**src/rtl/municao_jogador.sv**
```systemverilog
// Player projectile: launches from the ship on a fire press, climbs one step per move
// tick, pulses acerto on an enemy hit, then waits out a reload cooldown before re-arming.
module municao_jogador #(
  parameter int unsigned DELAY_MOVIMENTO = 500000,
  parameter int unsigned PASSO           = 1,
  parameter int unsigned COOLDOWN        = 25000000,
  parameter int unsigned LARG_TIRO       = 2,
  parameter int unsigned COMPR_TIRO      = 20,
  parameter int unsigned LARG_INIMIGO    = 40,
  parameter int unsigned ALT_INIMIGO     = 30,
  parameter int unsigned H_BORDA         = 96,
  parameter int unsigned V_BORDA         = 2
) (
  input  logic        clk,
  input  logic        reset,
  input  logic        btn_fire,
  input  logic [10:0] posX_nave,
  input  logic [10:0] posY_nave,
  input  logic [10:0] posX_inimigo,
  input  logic [10:0] posY_inimigo,
  input  logic [9:0]  h_counter,
  input  logic [9:0]  v_counter,
  output logic [10:0] posX_municao,
  output logic [10:0] posY_municao,
  output logic        tiro_ativo,
  output logic        acerto,
  output logic [7:0]  R,
  output logic [7:0]  G,
  output logic [7:0]  B
);

  localparam int MOV_W = $clog2(DELAY_MOVIMENTO + 1);
  localparam int CD_W  = $clog2(COOLDOWN + 1);
  localparam logic [MOV_W-1:0] MOV_MAX = MOV_W'(DELAY_MOVIMENTO - 1);
  localparam logic [CD_W-1:0]  CD_MAX  = CD_W'(COOLDOWN - 1);

  typedef enum logic [1:0] {IDLE, VOO, ACERTO, RECARGA} estado_t;

  estado_t          estado;
  logic [MOV_W-1:0] mov_cnt;
  logic [CD_W-1:0]  cd_cnt;
  logic             sync1, sync2, sync3;
  logic             fire_pulse;
  logic             tick;
  logic             hit;
  logic             borda;
  logic             pixel_tiro;
  logic [10:0]      h_ext, v_ext;
  logic [11:0]      inim_x_fim, inim_y_fim, tiro_x_fim, tiro_y_fim;

  assign fire_pulse = sync2 & ~sync3;
  assign tick       = (mov_cnt == MOV_MAX);

  // Bounds are summed one bit wider so a hitbox or shot near the right/bottom edge never wraps.
  assign inim_x_fim = {1'b0, posX_inimigo} + 12'(LARG_INIMIGO);
  assign inim_y_fim = {1'b0, posY_inimigo} + 12'(ALT_INIMIGO);
  assign tiro_x_fim = {1'b0, posX_municao} + 12'(LARG_TIRO);
  assign tiro_y_fim = {1'b0, posY_municao} + 12'(COMPR_TIRO);

  assign hit = (posX_municao >= posX_inimigo) && ({1'b0, posX_municao} < inim_x_fim) &&
               (posY_municao >= posY_inimigo) && ({1'b0, posY_municao} < inim_y_fim);

  assign h_ext = {1'b0, h_counter};
  assign v_ext = {1'b0, v_counter};
  assign borda = (v_counter <= 10'(V_BORDA)) || (h_counter <= 10'(H_BORDA));
  assign pixel_tiro = tiro_ativo &&
                      (h_ext >= posX_municao) && ({1'b0, h_ext} < tiro_x_fim) &&
                      (v_ext >= posY_municao) && ({1'b0, v_ext} < tiro_y_fim);

  always_ff @(posedge clk) begin
    if (reset) begin
      estado       <= IDLE;
      mov_cnt      <= '0;
      cd_cnt       <= '0;
      sync1        <= 1'b0;
      sync2        <= 1'b0;
      sync3        <= 1'b0;
      posX_municao <= '0;
      posY_municao <= '0;
      tiro_ativo   <= 1'b0;
      acerto       <= 1'b0;
      R            <= '0;
      G            <= '0;
      B            <= '0;
    end else begin
      sync1  <= btn_fire;
      sync2  <= sync1;
      sync3  <= sync2;
      acerto <= 1'b0;

      if (!borda && pixel_tiro) begin
        R <= 8'hFF;
        G <= 8'hFF;
        B <= 8'h00;
      end else begin
        R <= 8'h00;
        G <= 8'h00;
        B <= 8'h00;
      end

      // Fire pulses outside IDLE fall through every branch below and are simply lost.
      case (estado)
        IDLE: begin
          if (fire_pulse) begin
            posX_municao <= posX_nave;
            posY_municao <= posY_nave;
            mov_cnt      <= '0;
            tiro_ativo   <= 1'b1;
            estado       <= VOO;
          end
        end
        VOO: begin
          if (hit) begin
            acerto     <= 1'b1;
            tiro_ativo <= 1'b0;
            estado     <= ACERTO;
          end else if (tick) begin
            mov_cnt <= '0;
            if (posY_municao <= 11'(PASSO)) begin
              tiro_ativo <= 1'b0;
              cd_cnt     <= '0;
              estado     <= RECARGA;
            end else begin
              posY_municao <= posY_municao - 11'(PASSO);
            end
          end else begin
            mov_cnt <= mov_cnt + 1'b1;
          end
        end
        ACERTO: begin
          cd_cnt <= '0;
          estado <= RECARGA;
        end
        RECARGA: begin
          if (cd_cnt == CD_MAX) begin
            cd_cnt <= '0;
            estado <= IDLE;
          end else begin
            cd_cnt <= cd_cnt + 1'b1;
          end
        end
        default: estado <= IDLE;
      endcase
    end
  end

endmodule
```
**config.mk**
```make
export PLATFORM = sky130hd
export DESIGN_NAME = municao_jogador
export DESIGN_NICKNAME = d
export VERILOG_FILES = /design/src/rtl/municao_jogador.sv
export SDC_FILE = /design/constraint.sdc
export NUM_CORES = 1
export LEC_CHECK = 0
export BUFFER_PORTS_ARGS = -buffer_cell sky130_fd_sc_hd__buf_2
export CAP_MARGIN = 10
export CORE_ASPECT_RATIO = 1.75
export CORE_MARGIN = 2
export CORE_UTILIZATION = 51
export CTS_BUF_LIST = sky130_fd_sc_hd__clkbuf_16
export DETAILED_ROUTE_END_ITERATION = 6
export GPL_ROUTABILITY_DRIVEN = 0
export PLACE_DENSITY = 0.77
export REMOVE_ABC_BUFFERS = 1
export SLEW_MARGIN = 20
export SYNTH_ARGS = -nofsm -noshare
export SYNTH_HDL_FRONTEND = slang
export SYNTH_SLANG_ARGS = --single-unit
```
**constraint.sdc**
```tcl
create_clock -name clk -period 3.5 [get_ports clk]
set_input_delay 0.7 -clock clk [delete_from_list [all_inputs] [get_ports clk]]
set_output_delay 0.7 -clock clk [all_outputs]
set_load 0.1 [all_outputs]
```
==> results of run 1 <==
worst reg2reg max path, cell delays in order (launching register included):
cell and delay (ns):
sky130_fd_sc_hd__dfxtp_1 0.41, sky130_fd_sc_hd__ha_1 0.21, sky130_fd_sc_hd__nand3_1 0.18, sky130_fd_sc_hd__or4_1 0.71, sky130_fd_sc_hd__nor3_1 0.61, sky130_fd_sc_hd__nand3_1 0.20, sky130_fd_sc_hd__a21oi_1 0.22, sky130_fd_sc_hd__a211o_1 0.15
sky130_fd_sc_hd__o41ai_1 0.06
synthesized netlist by cell type, drive strengths merged, types with 3 or more instances:
cell type,instances
dfxtp,74
nand4,19
nand2,72
a31oi,5
nand3,36
nor3,33
nor2b,13
nand2b,3
o211ai,15
nor2,57
or4,5
buf,33
o31ai,11
and3,14
nor4,19
nand4b,5
or3,8
a211o,3
and4,4
a21oi,63
xnor2,25
nor3b,5
a32o,24
o41ai,6
ha,89
a211oi,7
o21ai,45
inv,59
clkbuf,30
o2111ai,6
a21o,7
a2111oi,3
o21a,3
mux2i,16
o32ai,8
state kept, by name (all words and copies together) (netlist names):
register	flops
G	1
acerto	1
cd_cnt	25
estado	2
mov_cnt	19
posX_municao	11
posY_municao	11
sync1	1
sync2	1
sync3	1
tiro_ativo	1
layout make-up:
| cell class | instances | area share, % |
|---|---|---|
| well taps | 171 | 2.733 |
| clock inverters | 6 | 0.5435 |
| inverters | 60 | 2.877 |
| clock buffers | 9 | 2.877 |
| repair buffers | 161 | 12.69 |
| flip-flops and latches | 74 | 18.93 |
| multi-input cells | 666 | 59.35 |
layer usage:
metal	vias up	track usage [%]	routed length (microns)
li1	3397	-	-
met5	-	0	13
met1	3322	28.21	7071
met2	207	52.45	10410
met3	55	4.262	801
met4	2	12.97	765
through the flow:
| step | TNS (ns) | std cells |
|---|---|---|
| after global routing | 0 | 1147 |
| after global placement | -3.358 | 1132 |
| after CTS | 0 | 1147 |
| after floorplan | -162.94 | 800 |
| final | 0 | 1147 |
| after detailed placement | -6.635 | 1132 |
logic make-up (layout without fill, tap and decap cells):
logic type               count (synthesis)  count (layout)  share of synthesized area [%]
other                                    1               8                        0.05644
AO/OA/AOI/OAI                          225             225                          23.18
AND/OR/NAND/NOR                        301             301                          23.28
XOR/XNOR                                27              27                          3.559
flip-flops                              74              74                          22.30
buffers and inverters                  123             236                          8.456
adder cells (fa/ha/maj)                 89              89                          16.76
multiplexers                            16              16                          2.410
final timing paths:
kind | to | slack (ns) | cells past startpoint
setup / recovery | mov_cnt[16] | 0.18 | 13
hold / removal | sync2 | 0.45 | 1
setup reg to reg | cd_cnt[24] | 0.63 | 8
hold reg to reg | sync2 | 0.45 | 1
power breakdown:
part           switching (mW)  leakage, nW  internal, mW
combinational            1.50         2.63         0.737
clock                   0.376        0.128         0.478
sequential              0.169        0.598         0.909
total                    2.05         3.36          2.12
==> results_tabular.tex, run 1 <==
\begin{tabular}{lr}
\hline
Metric & Value \\
\hline
\multicolumn{2}{l}{\textbf{Outcome}} \\
Outcome & finished clean \\
\multicolumn{2}{l}{\textbf{Floorplanning}} \\
Die outline width & 90.28 microns \\
Starting utilization of the core area & between 50\% and 60\% \\
Num ports & 115 \\
Num rows & 55 \\
Die area & 13990 sq um \\
Core ar. & approximately 13000 sq um \\
Die height & between 150 and 200 microns \\
\multicolumn{2}{l}{\textbf{Global routing}} \\
Total routing resource utilization after global routing & 27.16\% \\
Pin count of the biggest net entering global routing & between 50 and 60 \\
Initial antenna violation count & 1 \\
First-pass GRT wire length & approximately 31000 microns \\
Via count of the first global-routing pass & between 6000 and 7000 \\
GRT overflow & 0 \\
\multicolumn{2}{l}{\textbf{Power}} \\
Power density cells & 533.2 nW/um\^{}2 \\
Total power draw & 4.173 mW \\
Worst vdd ir & 0.0003052 V \\
Leak Pwr & 3.360 nW \\
\multicolumn{2}{l}{\textbf{Timing}} \\
Worst slew slack as a fraction of its limit & between 40\% and 50\% \\
Crit share post-route & 94.96\% \\
Worst Hold Margin & 0.4511 ns \\
Highest Clock Rate & about 0.3 GHz \\
PnR worst setup slack & 0.1765 ns \\
Count of endpoints failing hold in the final timing report & 0 \\
Final setup viols & 0 \\
RSZ-0062 raised after global routing & no \\
Crit path time final & 3.323 ns \\
Slew @ Worst Pin & just under 0.9 ns \\
Final setup skew & 0.007109 ns \\
Final number of max-transition violations & 0 \\
\multicolumn{2}{l}{\textbf{Setup path}} \\
Delay contributed by the slowest stage of the critical path & 0.51 ns \\
Worst setup path class & input port to flop \\
Cell family contributing the most delay on the critical path & simple AND/OR/NAND/NOR gates \\
Crit-path most repeated cell & sky130\_fd\_sc\_hd\_\_ha\_1 \\
Slowest CP cell & sky130\_fd\_sc\_hd\_\_or4\_1 \\
Arr. time, crit path & 3.60 ns \\
Start point of the critical path & posX\_inimigo[3] \\
WP data required & 3.78 ns \\
Buffer and inverter count on the worst path & 2 \\
CP Cell Sequence & buf\_2, ha\_1, o2111ai\_2, xnor2\_1, ha\_1, nand3\_1, or3\_1, a211oi\_2, nor4\_2, and4\_2, buf\_4, or4\_1, a21oi\_1 \\
Crit start category & input port \\
Launch point of the worst reg-to-reg path & cd\_cnt[0] \\
Endpoint class of the critical path & flop \\
Max FO, Critical Path & 10 \\
\multicolumn{2}{l}{\textbf{Place}} \\
Pre-CTS setup slack & -0.2861 ns \\
Quantity of I/O buffers inserted on ports & 106 \\
Placed cell area & between 7000 and 8000 sq um \\
Placed wire-length estimate & 14820 microns \\
\multicolumn{2}{l}{\textbf{Logic synthesis}} \\
Yosys cell types & 66 \\
Number of warning messages in the yosys log & 0 \\
Seq/Total Area, Yosys & 22.30\% \\
Post-synth EDFFs & 0 \\
Main area contributors after synthesis & sky130\_fd\_sc\_hd\_\_dfxtp\_1 (22\%), sky130\_fd\_sc\_hd\_\_ha\_1 (17\%), sky130\_fd\_sc\_hd\_\_a21oi\_1 (4.7\%), sky130\_fd\_sc\_hd\_\_nand2\_1 (4.1\%), sky130\_fd\_sc\_hd\_\_a32o\_1 (3.6\%) \\
Area share of the largest cell type after synthesis & 22.30\% \\
Number of cells produced by synthesis & 856 \\
Synth Cell Area & 6644 sq um \\
Avg Synthesized Cell Area & about 7.8 sq um \\
Share of synthesized registers carrying an async set or reset & 0\% \\
Flop and latch count out of synthesis & 74 \\
Predominant post-synthesis flop cell & sky130\_fd\_sc\_hd\_\_dfxtp\_1 \\
Largest area contributor in the netlist & sky130\_fd\_sc\_hd\_\_dfxtp\_1 \\
\multicolumn{2}{l}{\textbf{Final layout}} \\
Combined area of the multi-input logic cells & 4646 sq um \\
Diode count & 0 \\
Final core utilization & roughly 60\% \\
Area Overhead vs Synth & 17.82\% \\
Sequential cell area in the final layout & 1481 sq um \\
Share of final-layout standard cells stronger than drive strength 1 & 19.36\% \\
Final-stage net count & $\sim$1100 \\
Most frequent standard cell in the layout excluding fill and tap cells & sky130\_fd\_sc\_hd\_\_buf\_2 \\
Post-route design area & between 7000 and 8000 sq um \\
Count of filler cells inserted in the layout & 1207 \\
Commonest cells after routing, fill and taps aside & sky130\_fd\_sc\_hd\_\_buf\_2 (106), sky130\_fd\_sc\_hd\_\_ha\_1 (89), sky130\_fd\_sc\_hd\_\_dfxtp\_1 (74), sky130\_fd\_sc\_hd\_\_nand2\_1 (72), sky130\_fd\_sc\_hd\_\_a21oi\_1 (63) \\
\multicolumn{2}{l}{\textbf{Clock network}} \\
CTS root buffer & sky130\_fd\_sc\_hd\_\_clkbuf\_16 \\
Number of buffers inserted during clock tree synthesis & 9 \\
Clk slew on worst S/H paths & 0.06 ns \\
Number of post-CTS setup repair buffers & 0 \\
Sink Count & 74 \\
Number of gates given a new drive strength after cts & 0 \\
Number of hold buffers added after CTS & 0 \\
Clock tree from TritonCTS & built \\
Depth of the CTS H-tree & 3 \\
Number of buffers on the longest clock path & 2 \\
Clock latency at the later pin of the worst-skew pair & about 0.34 ns \\
\multicolumn{2}{l}{\textbf{Drt}} \\
DRT iter0 DRCs & between 300 and 400 \\
Vias after detailed routing & around 7000 \\
Average wire per cell in the routed design & 16.62 microns \\
DRC & 0 \\
Total Routed Length & 19060 microns \\
DR pass1 iterations & 5 \\
ANT nets after route & 0 \\
Ratio of routed vias to standard cells & 6.088 \\
\multicolumn{2}{l}{\textbf{Worst hold path}} \\
Tightest Hold Check Type & flop to flop \\
Origin of the worst min-delay path & sync1 \\
\multicolumn{2}{l}{\textbf{Job}} \\
Number of max-cap violations & 0 \\
\hline
\end{tabular}
(Power assumes the default switching activity.)
==> run 2: changes to the inputs <==
--- a/config.mk
+++ b/config.mk
@@ -5,15 +5,14 @@
 export SDC_FILE = /design/constraint.sdc
 export NUM_CORES = 1
 export LEC_CHECK = 0
-export BUFFER_PORTS_ARGS = -buffer_cell sky130_fd_sc_hd__buf_2
-export CAP_MARGIN = 10
 export CORE_ASPECT_RATIO = 1.75
 export CORE_MARGIN = 2
 export CORE_UTILIZATION = 51
 export CTS_BUF_LIST = sky130_fd_sc_hd__clkbuf_16
 export DETAILED_ROUTE_END_ITERATION = 6
+export DONT_BUFFER_PORTS = 1
 export GPL_ROUTABILITY_DRIVEN = 0
-export PLACE_DENSITY = 0.77
+export PLACE_DENSITY = 0.69
 export REMOVE_ABC_BUFFERS = 1
 export SLEW_MARGIN = 20
 export SYNTH_ARGS = -nofsm -noshare
==> results_tabular.tex, run 2 (synthesized netlist as in run 1, its figures left out) <==
\begin{tabular}{lr}
\hline
Metric & Value \\
\hline
\multicolumn{2}{l}{\textbf{Outcome}} \\
Outcome & finished clean \\
\multicolumn{2}{l}{\textbf{Timing}} \\
Final setup viols & 0 \\
Crit share post-route & about 95\% \\
Worst slew slack as a fraction of its limit & between 30\% and 40\% \\
PnR worst setup slack & between 0.15 and 0.2 ns \\
Final setup skew & approximately 0.0056 ns \\
Final number of max-transition violations & 0 \\
Crit path time final & around 3.3 ns \\
Count of endpoints failing hold in the final timing report & 0 \\
RSZ-0062 raised after global routing & no \\
Setup TNS & 0 ns \\
Highest Clock Rate & between 0.3 and 0.4 GHz \\
Slew @ Worst Pin & 0.9388 ns \\
\multicolumn{2}{l}{\textbf{Floorplanning}} \\
Starting utilization of the core area & 51.91\% \\
Die outline width & 90.28 microns \\
Core ar. & around 13000 sq um \\
Num rows & 55 \\
Die height & 155.0 microns \\
Num ports & 115 \\
Die area & 13990 sq um \\
\multicolumn{2}{l}{\textbf{Drt}} \\
DRC & 0 \\
Average wire per cell in the routed design & approximately 18 microns \\
DRT iter0 DRCs & 383 \\
DR pass1 iterations & 5 \\
Vias after detailed routing & roughly 6700 \\
Ratio of routed vias to standard cells & 6.353 \\
ANT nets after route & 0 \\
Total Routed Length & 19270 microns \\
\multicolumn{2}{l}{\textbf{Final layout}} \\
Non-filler instance count after layout & $\sim$1100 \\
Post-route design area & 7506 sq um \\
Area Overhead vs Synth & 12.98\% \\
Commonest cells after routing, fill and taps aside & sky130\_fd\_sc\_hd\_\_ha\_1 (89), sky130\_fd\_sc\_hd\_\_dfxtp\_1 (73), sky130\_fd\_sc\_hd\_\_nand2\_1 (72), sky130\_fd\_sc\_hd\_\_a21oi\_1 (63), sky130\_fd\_sc\_hd\_\_buf\_4 (61) \\
Final-stage net count & 1035 \\
Count of filler cells inserted in the layout & 1180 \\
Largest Register & cd\_cnt \\
Diode count & 0 \\
Share of final-layout standard cells stronger than drive strength 1 & approximately 11\% \\
Most frequent standard cell in the layout excluding fill and tap cells & sky130\_fd\_sc\_hd\_\_ha\_1 \\
Biggest registers after layout & cd\_cnt x25, mov\_cnt x19 \\
Number of flip-flops in the largest register & 25 \\
\multicolumn{2}{l}{\textbf{Power}} \\
Power density cells & 582.5 nW/um\^{}2 \\
Worst vdd ir & 0.0002752 V \\
Leak Pwr & $\sim$3 nW \\
\multicolumn{2}{l}{\textbf{Place}} \\
Placed cell area & 7164 sq um \\
Number of cells after detailed placement & 1039 \\
Placed wire-length estimate & $\sim$15000 microns \\
Quantity of I/O buffers inserted on ports & 0 \\
Pre-CTS setup slack & -0.2767 ns \\
\multicolumn{2}{l}{\textbf{Setup path}} \\
Arr. time, crit path & between 3 and 4 ns \\
WP data required & between 3 and 4 ns \\
Crit start category & input port \\
Endpoint class of the critical path & flop \\
Max FO, Critical Path & 10 \\
Worst setup path class & input port to flop \\
\multicolumn{2}{l}{\textbf{Clock network}} \\
Clock tree from TritonCTS & built \\
Clock latency at the later pin of the worst-skew pair & approximately 0.34 ns \\
Depth of the CTS H-tree & 3 \\
Number of buffers on the longest clock path & 2 \\
Number of hold buffers added after CTS & 0 \\
Sink Count & 74 \\
CTS root buffer & sky130\_fd\_sc\_hd\_\_clkbuf\_16 \\
Clk slew on worst S/H paths & roughly 0.060 ns \\
Number of buffers inserted during clock tree synthesis & 9 \\
\multicolumn{2}{l}{\textbf{Global routing}} \\
Via count of the first global-routing pass & 6752 \\
GRT overflow & 0 \\
Total routing resource utilization after global routing & a little over a quarter \\
Initial antenna violation count & 0 \\
First-pass GRT wire length & around 32000 microns \\
Pin count of the biggest net entering global routing & between 70 and 80 \\
\multicolumn{2}{l}{\textbf{Worst hold path}} \\
Tightest Hold Check Type & input port to flop \\
\multicolumn{2}{l}{\textbf{Job}} \\
Number of max-cap violations & 0 \\
\hline
\end{tabular}
==> run 2: power by group <==
group	total [mW]	leakage [nW]	switching, mW	internal [mW]
Clock	1.03	0.157	0.370	0.660
Sequential	1.03	0.599	0.119	0.909
Combinational	2.32	2.25	1.55	0.762
Total	4.37	3.00	2.04	2.33
==> run 2: stage by stage <==
| step | hold slack [ns] | power, mW | utilization (%) |
|---|---|---|---|
| final | 0.4427 | 4.373 | 58.64 |
| after global routing | 0.4300 | 4.661 | 58.64 |
| after CTS | 0.4362 | 4.367 | 58.52 |
| after detailed placement | 0.4552 | 3.327 | 55.97 |
| after global placement | 0.4525 | 3.249 | 55.97 |
| after floorplan | 0.4138 | 2.689 | - |
==> run 2: layout make-up <==
type	instances	area, sq um	area share [%]
Timing Repair Buffer	68	613.1	8.168
Clock buffer	10	250.2	3.334
Clock inverter	5	76.32	1.017
Sequential cell	74	1485	19.79
Tap cell	171	214.0	2.850
Multi-Input combinational cell	666	4642	61.84
Inverter	60	225.2	3.000
==> run 2: layer usage <==
metal / wire (microns) / share of wire, % / global-route usage (%) / vias to the layer above
met3: 1137 / 5.9 / 5.230 / 75
met2: 10150 / 53 / 51.45 / 262
li1: - / - / - / 3204
met1: 7119 / 37 / 28.64 / 3155
met4: 864 / 4.5 / 12.89 / 0
met5: 0 / 0 / 0 / -
==> run 2: timing repair <==
item / CTS / global route
resized for setup: 0 / 5
setup buffers: 0 / 0
endpoints found under the hold margin: 0 / 0
endpoints found under the setup margin: 0 / 17
==> run 2: final timing paths <==
check | start | endpoint | slack [ns] | depth (start not counted)
worst max register to register | cd_cnt[0] | cd_cnt[20] | 0.61 | 8
worst max-delay path | posX_inimigo[3] | mov_cnt[16] | 0.18 | 13
worst min register to register | sync1 | sync2 | 0.46 | 1
worst min-delay path | reset | posY_municao[1] | 0.44 | 1
==> run 2: worst max-delay path, cell delays in order <==
cell,delay (ns)
sky130_fd_sc_hd__ha_1,0.23
sky130_fd_sc_hd__o2111ai_2,0.20
sky130_fd_sc_hd__xnor2_1,0.10
sky130_fd_sc_hd__ha_1,0.30
sky130_fd_sc_hd__nand3_1,0.09
sky130_fd_sc_hd__or3_1,0.37
sky130_fd_sc_hd__a211oi_1,0.26
sky130_fd_sc_hd__buf_4,0.17
sky130_fd_sc_hd__nor4_2,0.05
sky130_fd_sc_hd__and4_4,0.25
sky130_fd_sc_hd__buf_4,0.18
sky130_fd_sc_hd__or4_1,0.51
sky130_fd_sc_hd__a21oi_1,0.17
